===== src/rtl/fetch_ctrl_pkg.sv =====
// fetch_ctrl_pkg -- shared types and constants for the instruction fetch controller.
//   fetch_state_e    : controller state encoding
//   SEL_SEQ/JAL/JALR : one-hot next-pc source selects
//   RESET_PC_DEFAULT : default first fetch address after reset
package fetch_ctrl_pkg;

  typedef enum logic [2:0] {
    ST_IDLE  = 3'd0,
    ST_REQ   = 3'd1,
    ST_WAIT  = 3'd2,
    ST_FLUSH = 3'd3,
    ST_HALT  = 3'd4
  } fetch_state_e;

  localparam logic [2:0] SEL_SEQ  = 3'b001;
  localparam logic [2:0] SEL_JAL  = 3'b010;
  localparam logic [2:0] SEL_JALR = 3'b100;

  localparam logic [63:0] RESET_PC_DEFAULT = 64'h8000_0000;

  // Only jal and jalr selects may redirect; every other pattern is ignored.
  function automatic logic sel_is_redirect(input logic [2:0] sel);
    return (sel == SEL_JAL) || (sel == SEL_JALR);
  endfunction

endpackage


===== src/rtl/fetch_next_pc.sv =====
// fetch_next_pc -- combinational next-pc computation (all sums modulo 2^XLEN).
//   fetch_pc_i  : current fetch address (sequential base)
//   sel_i       : one-hot source select (SEL_JAL / SEL_JALR, anything else -> seq)
//   redir_pc_i  : jal base, rs1_i : jalr base, imm_i : immediate
//   seq_pc_o    : fetch_pc_i + 4
//   target_o    : selected target, misalign_o : target bit[1] set
module fetch_next_pc
  import fetch_ctrl_pkg::*;
#(
  parameter int unsigned XLEN = 64
) (
  input  logic [XLEN-1:0] fetch_pc_i,
  input  logic [2:0]      sel_i,
  input  logic [XLEN-1:0] redir_pc_i,
  input  logic [XLEN-1:0] rs1_i,
  input  logic [XLEN-1:0] imm_i,
  output logic [XLEN-1:0] seq_pc_o,
  output logic [XLEN-1:0] target_o,
  output logic            misalign_o
);

  logic [XLEN-1:0] jal_pc;
  logic [XLEN-1:0] jalr_sum;

  assign seq_pc_o = fetch_pc_i + XLEN'(4);
  // jal immediate is a half-word offset
  assign jal_pc   = redir_pc_i + {imm_i[XLEN-2:0], 1'b0};
  assign jalr_sum = rs1_i + imm_i;

  always_comb begin
    target_o = seq_pc_o;
    case (sel_i)
      SEL_JAL:  target_o = jal_pc;
      SEL_JALR: target_o = {jalr_sum[XLEN-1:1], 1'b0};
      default:  target_o = seq_pc_o;
    endcase
  end

  assign misalign_o = target_o[1];

endmodule


===== src/rtl/fetch_ctrl.sv =====
// fetch_ctrl -- instruction fetch controller with one outstanding imem request
// and a one-entry instruction buffer toward decode.
//   clk, rst_n                     : clock, async active-low reset
//   redir_valid_i/sel_i/pc_i/rs1_i/imm_i : jump redirect request
//   imem_req_valid_o/ready_i/addr_o     : fetch request handshake
//   imem_rsp_valid_i/data_i             : fetch response (no backpressure)
//   inst_valid_o/ready_i, inst_o, inst_pc_o : instruction to decode
//   fault_o                        : sticky misaligned-redirect flag
// Optional build macro: FETCH_CTRL_MISALIGN_EN enables the misaligned-target
// check (fault + HALT). Without it fault_o stays 0 and HALT is unreachable.
//
// state    | meaning
// IDLE     | first cycle after reset, no request
// REQ      | presenting fetch_pc to imem (when buffer free or draining)
// WAIT     | request accepted, waiting for its response
// FLUSH    | redirected while a response is outstanding; drop it
// HALT     | misaligned redirect seen; fetching stopped until reset
module fetch_ctrl
  import fetch_ctrl_pkg::*;
#(
  parameter int unsigned     XLEN     = 64,
  parameter logic [XLEN-1:0] RESET_PC = XLEN'(RESET_PC_DEFAULT)
) (
  input  logic            clk,
  input  logic            rst_n,
  input  logic            redir_valid_i,
  input  logic [2:0]      redir_sel_i,
  input  logic [XLEN-1:0] redir_pc_i,
  input  logic [XLEN-1:0] redir_rs1_i,
  input  logic [XLEN-1:0] redir_imm_i,
  output logic            imem_req_valid_o,
  input  logic            imem_req_ready_i,
  output logic [XLEN-1:0] imem_req_addr_o,
  input  logic            imem_rsp_valid_i,
  input  logic [31:0]     imem_rsp_data_i,
  output logic            inst_valid_o,
  input  logic            inst_ready_i,
  output logic [31:0]     inst_o,
  output logic [XLEN-1:0] inst_pc_o,
  output logic            fault_o
);

  fetch_state_e    state_q;
  logic [XLEN-1:0] fetch_pc_q;
  logic            inst_valid_q;
  logic [31:0]     inst_q;
  logic [XLEN-1:0] inst_pc_q;
  logic            fault_q;

  logic [XLEN-1:0] seq_pc;
  logic [XLEN-1:0] target;
  logic            misalign;
  logic            redir_ok;
  logic            redir_bad;
  logic            fire;
  logic            deq;

  fetch_next_pc #(.XLEN(XLEN)) u_next_pc (
    .fetch_pc_i (fetch_pc_q),
    .sel_i      (redir_sel_i),
    .redir_pc_i (redir_pc_i),
    .rs1_i      (redir_rs1_i),
    .imm_i      (redir_imm_i),
    .seq_pc_o   (seq_pc),
    .target_o   (target),
    .misalign_o (misalign)
  );

  assign redir_ok = redir_valid_i && sel_is_redirect(redir_sel_i);

`ifdef FETCH_CTRL_MISALIGN_EN
  assign redir_bad = redir_ok && misalign;
`else
  logic unused_misalign;
  assign unused_misalign = misalign;
  assign redir_bad       = 1'b0;
`endif

  assign deq = inst_valid_q && inst_ready_i;
  // Request only when the buffer will have room for the response.
  assign imem_req_valid_o = (state_q == ST_REQ) && (!inst_valid_q || inst_ready_i);
  assign imem_req_addr_o  = fetch_pc_q;
  assign fire             = imem_req_valid_o && imem_req_ready_i;

  assign inst_valid_o = inst_valid_q;
  assign inst_o       = inst_q;
  assign inst_pc_o    = inst_pc_q;
  assign fault_o      = fault_q;

  always_ff @(posedge clk or negedge rst_n) begin
    if (!rst_n) begin
      state_q      <= ST_IDLE;
      fetch_pc_q   <= RESET_PC;
      inst_valid_q <= 1'b0;
      inst_q       <= '0;
      inst_pc_q    <= '0;
      fault_q      <= 1'b0;
    end else begin
      if (deq) inst_valid_q <= 1'b0;

      if (redir_ok && (state_q != ST_HALT)) begin
        // Redirect beats every other event this cycle.
        inst_valid_q <= 1'b0;
        fetch_pc_q   <= target;
        if (redir_bad) begin
          fault_q <= 1'b1;
          state_q <= ST_HALT;
        end else begin
          case (state_q)
            ST_IDLE:  state_q <= ST_REQ;
            ST_REQ:   state_q <= fire ? ST_FLUSH : ST_REQ;
            ST_WAIT:  state_q <= imem_rsp_valid_i ? ST_REQ : ST_FLUSH;
            ST_FLUSH: state_q <= imem_rsp_valid_i ? ST_REQ : ST_FLUSH;
            default:  state_q <= state_q;
          endcase
        end
      end else begin
        case (state_q)
          ST_IDLE:  state_q <= ST_REQ;
          ST_REQ:   if (fire) state_q <= ST_WAIT;
          ST_WAIT: begin
            if (imem_rsp_valid_i) begin
              inst_valid_q <= 1'b1;
              inst_q       <= imem_rsp_data_i;
              inst_pc_q    <= fetch_pc_q;
              fetch_pc_q   <= seq_pc;
              state_q      <= ST_REQ;
            end
          end
          ST_FLUSH: if (imem_rsp_valid_i) state_q <= ST_REQ;
          default:  state_q <= state_q;
        endcase
      end
    end
  end

endmodule


===== config.mk =====
export PLATFORM = sky130hd
export DESIGN_NAME = fetch_ctrl
export DESIGN_NICKNAME = d
export VERILOG_FILES = /design/src/rtl/fetch_ctrl_pkg.sv /design/src/rtl/fetch_next_pc.sv /design/src/rtl/fetch_ctrl.sv
export SDC_FILE = /design/constraint.sdc
export NUM_CORES = 1
export LEC_CHECK = 0
export BUFFER_PORTS_ARGS = -buffer_cell sky130_fd_sc_hd__buf_2
export CAP_MARGIN = 15
export CORE_ASPECT_RATIO = 0.6
export CORE_MARGIN = 5
export CORE_UTILIZATION = 60
export CTS_CLUSTER_DIAMETER = 100
export CTS_CLUSTER_SIZE = 14
export DETAILED_ROUTE_END_ITERATION = 7
export HOLD_SLACK_MARGIN = 0.15
export PLACE_DENSITY = 0.88
export SLEW_MARGIN = 20
export SYNTH_ARGS = -nofsm -noshare
export SYNTH_HDL_FRONTEND = slang
export SYNTH_HIERARCHICAL = 1
export SYNTH_SLANG_ARGS = --single-unit

===== constraint.sdc =====
create_clock -name clk -period 5.6 [get_ports clk]
set_input_delay 1.12 -clock clk [delete_from_list [all_inputs] [get_ports clk]]
set_output_delay 1.12 -clock clk [all_outputs]
set_load 0.02 [all_outputs]

# Word-level counts from Yosys, hierarchy flattened
# Cells that the tools add are included.
# totals
register_bits	164
in_bits	233
output_inout_bits	163
# classes
addsub	3
n_eq_ne	8
n_mux	15
bitwise_logic	1
reduce_logical	16
# op_table
cell	count
64-bit 2-to-1 mux	3
64-bit adder	2
64-bit one-hot mux with 2 select lines	1
64-bit by 3-bit adder with 64-bit output (second input constant)	1
3-bit one-hot mux with 3 select lines	2
3-bit by 2-bit equality test with 1-bit output (second input constant)	3
3-bit 2-to-1 mux	3
3-bit AND reduction	2
1-bit logical AND	5
1-bit 2-to-1 mux	4
2-bit 2-to-1 mux	2
2-bit nonzero test	2
3-bit by 1-bit equality test with 1-bit output (second input constant)	1
3-bit equality test (second input constant)	1
3-bit logical NOT	1
3-bit by 1-bit != test with 1-bit output (second input constant)	1
3-bit by 2-bit != test with 1-bit output (second input constant)	1
3-bit != test (second input constant)	1
3-bit nonzero test	1
1-bit logical OR	2
2-bit AND reduction	1
2-bit OR reduction	1
1-bit logical NOT	1
1-bit inverter	1

# Logic depth before layout (Yosys ltp)
# Gate-level depths: netlist of the first run.
# depth
word_depth	7
mapped_depth	15
mapped_depth_nobuf	15

# Cells and area by module
# Netlist of the first run, hierarchy kept.
# modules_own_cells
module	n_inst	cells_each	area_per_inst_um2	seq_area_each_um2
fetch_next_pc	1	1391	9202.6	0.0
fetch_ctrl	1	425	6876.6	4080.2

# Worst setup path after synthesis of the first run
# Ideal clock, no wire load.
# synth_path
path_kind	in2reg
from	input port redir_imm_i[0]
to	register fetch_pc_q[56] (netlist: imem_req_addr_o[56])
setup_ns	0.125
t_arrival_ns	4.061
required_time_ns	5.475
path_slack_ns	1.415
stages	14
n_path_buf	0
path_cell_list	and2_1 > fa_1 > a21oi_1 > o22ai_1 > o31ai_2 > o41ai_2 > nor4b_1 > nor2_1 > a211oi_1 > o21bai_1 > xnor2_1 > a22oi_1 > o21ai_0 > mux2_2
# synth_between
elab_chain_cells	3
# synth_lines
element	line	text
from (decl)	fetch_ctrl.sv:30	input logic [XLEN-1:0] redir_imm_i,
64-bit adder (on tied branches)	fetch_next_pc.sv:28, fetch_next_pc.sv:27	
64-bit one-hot mux with 2 select lines *	fetch_next_pc.sv:32	case (sel_i)
via target[56]	fetch_ctrl.sv:51	logic [XLEN-1:0] target;
64-bit 2-to-1 mux *	fetch_ctrl.sv:101	if (redir_ok && (state_q != ST_HALT)) begin
to (signal assigned)	fetch_ctrl.sv:104	fetch_pc_q <= target;
to (signal assigned)	fetch_ctrl.sv:126	fetch_pc_q <= seq_pc;
to (decl)	fetch_ctrl.sv:44	logic [XLEN-1:0] fetch_pc_q;
# The timed path passes the listed nets; every way through them passes the cells marked *.
# A chain may end at the register's enable or synchronous reset.

# Worst setup path in the final report of the first run
# layout_path
from	input port redir_imm_i[0]
to	register fetch_pc_q[63] (netlist: imem_req_addr_o[63])
# Same word-level chain as after synthesis.

==> summary.md, run 1 <==
| Metric | Value |
|---|---|
| Synth Instances | `1816` |
| Comb pwr share | `53.6%` |
| Ys Warns | `6` |
| Total chip power | `7.677 mW` |
| Cell Int Power | `4.070 mW` |
| Multi-input logic area | `11400 µm²` |
| Skew-Pair Late Insertion Delay | `0.46 ns` |
| Netlist cell types | `81` |
| Critical Path Max Stage Delay | `0.64 ns` |
| Router iterations before antenna repair | `6` |
| Hold-fix buffers, CTS | `0` |
| # fillers | `2108` |
| Max clock buf depth | `2` |
| Num rows | `46` |
| Post-layout min period | `4.975 ns` |
| Synth Register Bits | `163` |
| DRT iter0 DRCs | `2318` |
| Max-Cap Viols | `0` |
| Core ar. | `26420 µm²` |
| Peak VDD IR | `0.3177 mV` |
| CP Max Fanout | `4` |
| Setup bufs post-CTS | `0` |
| Layout cells sized above 1 | `30.49%` |
| Initial antenna violation count | `6` |
| Arrival @ worst endpoint | `5.32 ns` |
| Remaining DRCs | `0` |
| Synth top cells by count | `184 x mux2_2, 162 x dfrtp_1, 154 x nand2_1, 138 x a21oi_1, 125 x ha_1` |
| Sink Count | `163` |
| FF-to-FF setup slack | `1.81 ns` |
| Overall routing resource usage | `38.78%` |
| IO Port Bufs | `394` |
| Final wirelength | `61.58 mm` |
| Crit-path slowest cell | `a311oi_1` |
| CTS tree | `built` |
| Root Buffer | `clkbuf_16` |
| Post-CTS Resized | `0` |
| Sequential share of power | `31.1%` |
| Crit end category | `register` |
| Crit Path Class | `in2reg` |
| Synth Net Count | `2176` |
| Headroom to the max-slew limit | `25.62%` |
| Worst Path Required | `5.95 ns` |
| Hold crit path type | `reg2reg` |
| Largest area contributor in the netlist | `dfrtp_1` |
| Crit path capture | `imem_req_addr_o[63]$_DFFE_PN0P_` |
| Final Cycle Share | `88.83%` |
| Initial Utilization | `60.86%` |
| Die area | `30280 µm²` |
| Most used cell along the critical path | `o31ai_1` |
| Final setup fails | `0` |
| TNS Setup | `0 ns` |
| Ys flop type | `dfrtp_1` |
| H-tree Lvls | `4` |
| Startpoint Class | `primary input` |
| Status | `finished clean` |
| Area share of the largest cell type after synthesis | `25.21%` |
| I/O pins | `396` |
| FMAX | `0.2010 GHz` |
| RR Endpoint | `imem_req_addr_o[62]$_DFFE_PN0P_` |
| Final Hold Viols | `0` |
| Detailed Place HPWL | `47.98 mm` |
| Gp weighted congestion | `1.016` |
| Total congestion overflow | `0` |
| Hold Path Depth | `1` |
| Via count | `16776` |
| Cell Pwr Density | `409.4 nW/µm²` |
| Placement Cell Area | `18170 µm²` |
| Worst hold slack | `0.4821 ns` |
| Clk_skew | `0.01422 ns` |
| Final ANT Viol Nets | `0` |
| Routed vias/inst | `6.647` |
| Netlist Area Pre-Place | `16080 µm²` |
| Cells on worst reg2reg path | `10` |
| Final #Nets | `2505` |
| Largest net degree at the start of global routing | `70` |
| Area Overhead vs Synth | `16.61%` |
| Worst path cell trace | `buf_2, ha_1, inv_1, fa_1, nand2b_1, a21oi_1, o31ai_1, a311oi_1, nor3_2, a31o_2, o21ai_1, a31oi_1, and3_1, o31ai_1, o211ai_2, mux2_2` |
| Slew Viols, Final | `0` |
| FF/Latch Area | `4080 µm²` |
| Routed len/inst | `24.40 µm` |
| Clock Power Share | `15.3%` |
| FF-to-FF Start | `imem_req_addr_o[2]$_DFFE_PN0P_` |
| P_sw | `3.607 mW` |
| Post-synth EDFFs | `0` |
| Synthesized area per cell | `8.854 µm²` |
| Leakage Power | `9.077 nW` |
| Synth area leaders | `dfrtp_1 25%, mux2_2 13%, ha_1 9.7%` |
| First-pass GRT wire length | `92.01 mm` |
| Critical Path Start | `redir_imm_i[0]` |
| Finished Cell Area | `18750 µm²` |
| Vias in the first global route | `15992` |
| Sw Share | `46.99%` |
| DIE HEIGHT | `136.8 µm` |
| Clock slew at reported path FFs | `0.08 ns` |
| Ys async rst share | `100.0%` |
| Worst-Margin Slew | `1.105 ns` |
| Cell with the most instances after synthesis | `mux2_2` |
| CTS buffer count | `17` |
| DIE WIDTH | `221.3 µm` |
| Register area share after synthesis | `25.38%` |
| Unrepaired setup endpoints after global routing | `no` |
==> area by class of cell <==
cell class	count	area share [%]
Clock buffer	19	2.362
Multi-Input combinational cell	1513	60.81
Antenna cell	6	0.08008
Sequential cell	163	21.76
Clock inverter	13	0.6273
Tap cell	360	2.402
Inverter	42	0.8408
Timing Repair Buffer	408	11.11
==> cells in the final DEF, fill, tap and decap left out, types with 5 or more instances in the layout <==
cell / instances
buf_2: 393
mux2_2: 184
dfrtp_1: 162
nand2_1: 152
a21oi_1: 138
ha_1: 125
xnor2_1: 106
o21ai_0: 101
nor2_1: 86
a21o_1: 74
xor2_1: 71
nand3_1: 48
a22oi_1: 46
nand4_1: 45
inv_1: 42
mux2_1: 40
and3_1: 24
o21ai_1: 24
o21bai_1: 21
nor3_1: 20
a31oi_1: 19
clkbuf_16: 17
buf_4: 14
o221ai_1: 14
nand2b_1: 12
nor2b_1: 12
and2_1: 12
o31ai_1: 11
a211oi_1: 8
a221oi_1: 7
o21a_1: 7
diode_2: 6
or3_1: 6
o31ai_2: 6
inv_8: 5
and4_1: 5
a41oi_1: 5
==> metal layers <==
metal | vias up | wire, µm | track usage [%]
met3 | 123 | 8389 | 11.38
met5 | - | 0 | 0
met4 | 0 | 1605 | 10.88
met2 | 1218 | 26180 | 58.29
met1 | 8028 | 25410 | 54.77
li1 | 7407 | - | -
==> worst max-delay path: cells and delay by family <==
kind,cells,cell delay (ns)
buffers and inverters,2,0.21
AND/OR/NAND/NOR,3,0.63
adder cells (fa/ha/maj),2,0.62
multiplexers,1,0.29
AO/OA/AOI/OAI,8,2.44
==> sequential cells by signal, summed over array words and instances, names as in the netlist <==
signal	count
inst_o	32
imem_req_addr_o	64
state_q	2
inst_valid_o	1
inst_pc_o	64
==> power by group through the flow <==
stage | Combinational [mW] | Clock, mW | Sequential, mW
3_3_place_gp | 3.92 | 0 | 2.33
4_1_cts | 4.06 | 1.18 | 2.36
2_1_floorplan | 2.02 | 0 | 2.90
6_report | 4.11 | 1.18 | 2.38
3_5_place_dp | 4.03 | 0 | 2.38
5_1_grt | 4.37 | 1.24 | 2.44
==> logic make-up (layout without fill, tap and decap cells) <==
group | count (synthesis) | count (layout) | synth area share [%]
AOI/OAI and AO/OA | 538 | 538 | 21.97
muxes | 227 | 227 | 15.87
adders and majority gates | 127 | 127 | 9.976
DFF | 163 | 163 | 25.38
other | 1 | 7 | 0.02332
xor gates and xnor gates | 178 | 178 | 9.742
buffers and inverters | 140 | 482 | 3.836
and+or+nand+nor | 442 | 442 | 13.20
==> worst min-delay path by stage <==
stage	startpoint	end	slack, ns
after floorplan	state_q[0]$_DFFE_PN0P_	state_q[1]$_DFFE_PN0P_	0.55
after global placement	inst_o[20]$_DFFE_PN0P_	inst_o[20]$_DFFE_PN0P_	0.46
after detailed placement	inst_pc_o[56]$_DFFE_PN0P_	inst_pc_o[56]$_DFFE_PN0P_	0.47
after CTS	inst_pc_o[56]$_DFFE_PN0P_	inst_pc_o[56]$_DFFE_PN0P_	0.48
after global routing	inst_o[24]$_DFFE_PN0P_	inst_o[24]$_DFFE_PN0P_	0.50
final	inst_o[29]$_DFFE_PN0P_	inst_o[29]$_DFFE_PN0P_	0.48
==> stage by stage <==
step                      setup WS, ns  util (%)  cells
final                           0.6253     70.97   2524
after detailed placement        0.3556     68.79   2486
after CTS                       0.8344     70.91   2518
after global routing            0.5879     70.97   2524
after global placement          0.5151     68.79   2486
after floorplan                  1.415         -   1816
(Power assumes the default switching activity.)
==> run 2: changes to the inputs <==
- MAX_ROUTING_LAYER: default -> met4
==> run 2 against run 1 <==
Compared with the run above:
- flip-flop and latch count unchanged
- clock power is 8% higher
- via count fell by 0.29%
- critical path type unchanged
- highest routed layer unchanged
==> summary.md, run 2 (synthesized netlist as in run 1, its figures left out) <==
| Metric | Value |
|---|---|
| Router iterations before antenna repair | `8 (+2)` |
| Startpoint Class | `primary input` |
| Worst Path Required | `5.96 ns (about the same)` |
| TNS Setup | `0 ns (unchanged)` |
| FF/Latch Area | `4080 µm² (unchanged)` |
| Final setup fails | `0 (unchanged)` |
| Core ar. | `26420 µm² (unchanged)` |
| DIE HEIGHT | `136.8 µm (unchanged)` |
| Area Overhead vs Synth | `17.20%` |
| Remaining DRCs | `0 (unchanged)` |
| # fillers | `2109 (+0.047%)` |
| Multi-input logic area | `11410 µm² (about the same)` |
| Clock slew at reported path FFs | `0.08 ns (about the same)` |
| I/O pins | `396 (unchanged)` |
| Worst hold slack | `0.4807 ns (-0.001347 ns)` |
| Max-Cap Viols | `0 (unchanged)` |
| Crit end category | `register` |
| Crit-path slowest cell | `a311oi_1` |
| Gp weighted congestion | `1.051 (+3.4%)` |
| Layout cells sized above 1 | `30.60% (+0.11 points)` |
| Status | `finished clean` |
| Most common cell after layout, fill and taps aside | `buf_2` |
| Final #Nets | `2507 (+0.080%)` |
| Unrepaired setup endpoints after global routing | `no` |
| Most used cell along the critical path | `o31ai_1` |
| Final Cycle Share | `89.64% (+0.81 points)` |
| CTS buffer count | `17 (unchanged)` |
| DIE WIDTH | `221.3 µm (unchanged)` |
| Sink Count | `163 (unchanged)` |
| Finished Layout Cells | `2529 (+0.20%)` |
| Critical Path Max Stage Delay | `0.76 ns (+0.12 ns)` |
| Vias in the first global route | `15608 (-2.4%)` |
| Num rows | `46 (unchanged)` |
| Total chip power | `7.761 mW (+1.1%)` |
| Placement Cell Area | `18200 µm² (+0.15%)` |
| Fin worst setup slack | `0.5800 ns (-0.04537 ns)` |
| Hold crit path type | `reg2reg` |
| Initial antenna violation count | `7 (+1)` |
| Worst path cell trace | `buf_2, ha_1, inv_1, fa_1, nand2b_1, a21oi_1, o31ai_1, a311oi_1, nor3_2, a31o_2, o21ai_1, a31oi_1, and3_1, o31ai_1, o211ai_2, mux2_2` |
| Skew-Pair Late Insertion Delay | `0.47 ns (about the same)` |
| Post-CTS Resized | `0 (unchanged)` |
| Placed cells | `2488 (+0.080%)` |
| Max clock buf depth | `2 (unchanged)` |
| Final ANT Viol Nets | `0 (unchanged)` |
| Routed vias/inst | `6.614 (-0.49%)` |
| CP Max Fanout | `4 (unchanged)` |
| Hold-fix buffers, CTS | `0 (unchanged)` |
| Critical path's top delay family | `compound AO/OA/AOI/OAI gates` |
| IO Port Bufs | `394 (unchanged)` |
| Initial Utilization | `60.86% (unchanged)` |
| Post-layout min period | `5.020 ns (+0.04537 ns)` |
| DRT iter0 DRCs | `2363 (+1.9%)` |
| Final Hold Viols | `0 (unchanged)` |
| Slew Viols, Final | `0 (unchanged)` |
| Routed len/inst | `24.25 µm (-0.61%)` |
| Largest net degree at the start of global routing | `87 (+24%)` |
| CTS tree | `built` |
| Post-place setup slack | `0.3327 ns (-0.02298 ns)` |
| Worst-Margin Slew | `1.094 ns (-0.01145 ns)` |
| Arrival @ worst endpoint | `5.38 ns (+0.06 ns)` |
| Post-route core utilization | `71.33% (+0.36 points)` |
| Headroom to the max-slew limit | `26.81% (+1.2 points)` |
| Die area | `30280 µm² (unchanged)` |
| Commonest cells after routing, fill and taps aside | `393 x buf_2, 184 x mux2_2, 162 x dfrtp_1` |
| Finished Cell Area | `18840 µm² (+0.51%)` |
| Final wirelength | `61.33 mm (-0.41%)` |
| Clk_skew | `0.01724 ns (+0.003024 ns)` |
| Cell Pwr Density | `411.8 nW/µm² (+0.58%)` |
| FMAX | `0.1992 GHz (-0.90%)` |
| CP Buf/Inv Count | `2 (unchanged)` |
| Total congestion overflow | `0 (unchanged)` |
| Leakage Power | `9.121 nW (+0.48%)` |
| Root Buffer | `clkbuf_16` |
| Peak VDD IR | `0.3173 mV (-0.14%)` |
| Crit Path Class | `in2reg` |
| First-pass GRT wire length | `91.58 mm (-0.47%)` |
| Overall routing resource usage | `39.97% (+1.2 points)` |
| Setup bufs post-CTS | `0 (unchanged)` |
| Via count | `16727 (-0.29%)` |
| Detailed Place HPWL | `48.28 mm (+0.63%)` |
| H-tree Lvls | `4 (unchanged)` |
## run 2: cell count changes in the layout (fill, tap and decap cells not counted), sizes merged
cell	previous run	this run
bufinv	0	2
clkbuf	19	17
inv	49	50
clkinv	5	4
diode	6	9
buf	408	410
## run 2: worst paths after layout
path                                                 from                              end  slack [ns]  cells past startpoint
max                                        redir_imm_i[0]  imem_req_addr_o[63]$_DFFE_PN0P_        0.58                     16
min                             inst_pc_o[59]$_DFFE_PN0P_        inst_pc_o[59]$_DFFE_PN0P_        0.48                      1
max reg2reg                imem_req_addr_o[2]$_DFFE_PN0P_  imem_req_addr_o[48]$_DFFE_PN0P_        1.74                     11
min reg2reg                     inst_pc_o[59]$_DFFE_PN0P_        inst_pc_o[59]$_DFFE_PN0P_        0.48                      1
max in group asynchronous                           rst_n           inst_o[17]$_DFFE_PN0P_        3.76                      2
min in group asynchronous                           rst_n        inst_pc_o[18]$_DFFE_PN0P_        0.71                      1
## run 2: metal layers
metal	wire, µm	GRT usage (%)	vias up
met5	0	-	-
met1	26280	56.04	8070
met3	7932	11.49	108
met4	1699	12.15	0
li1	-	-	7411
met2	25420	56.13	1138
## run 2: where the power goes
| group | leakage [nW] | switching, mW | internal, mW |
|---|---|---|---|
| registers | 2.06 | 0.627 | 1.74 |
| clock network | 0.302 | 0.604 | 0.681 |
| logic | 6.76 | 2.37 | 1.73 |
## run 2: final cells by class
type	count	area share, %
well taps	360	2.390
clock inverters	15	1.009
inverters	42	0.8366
repair buffers	410	11.20
diodes	9	0.1195
clock buffers	17	2.257
flip-flops and latches	163	21.65
multi-input cells	1513	60.53
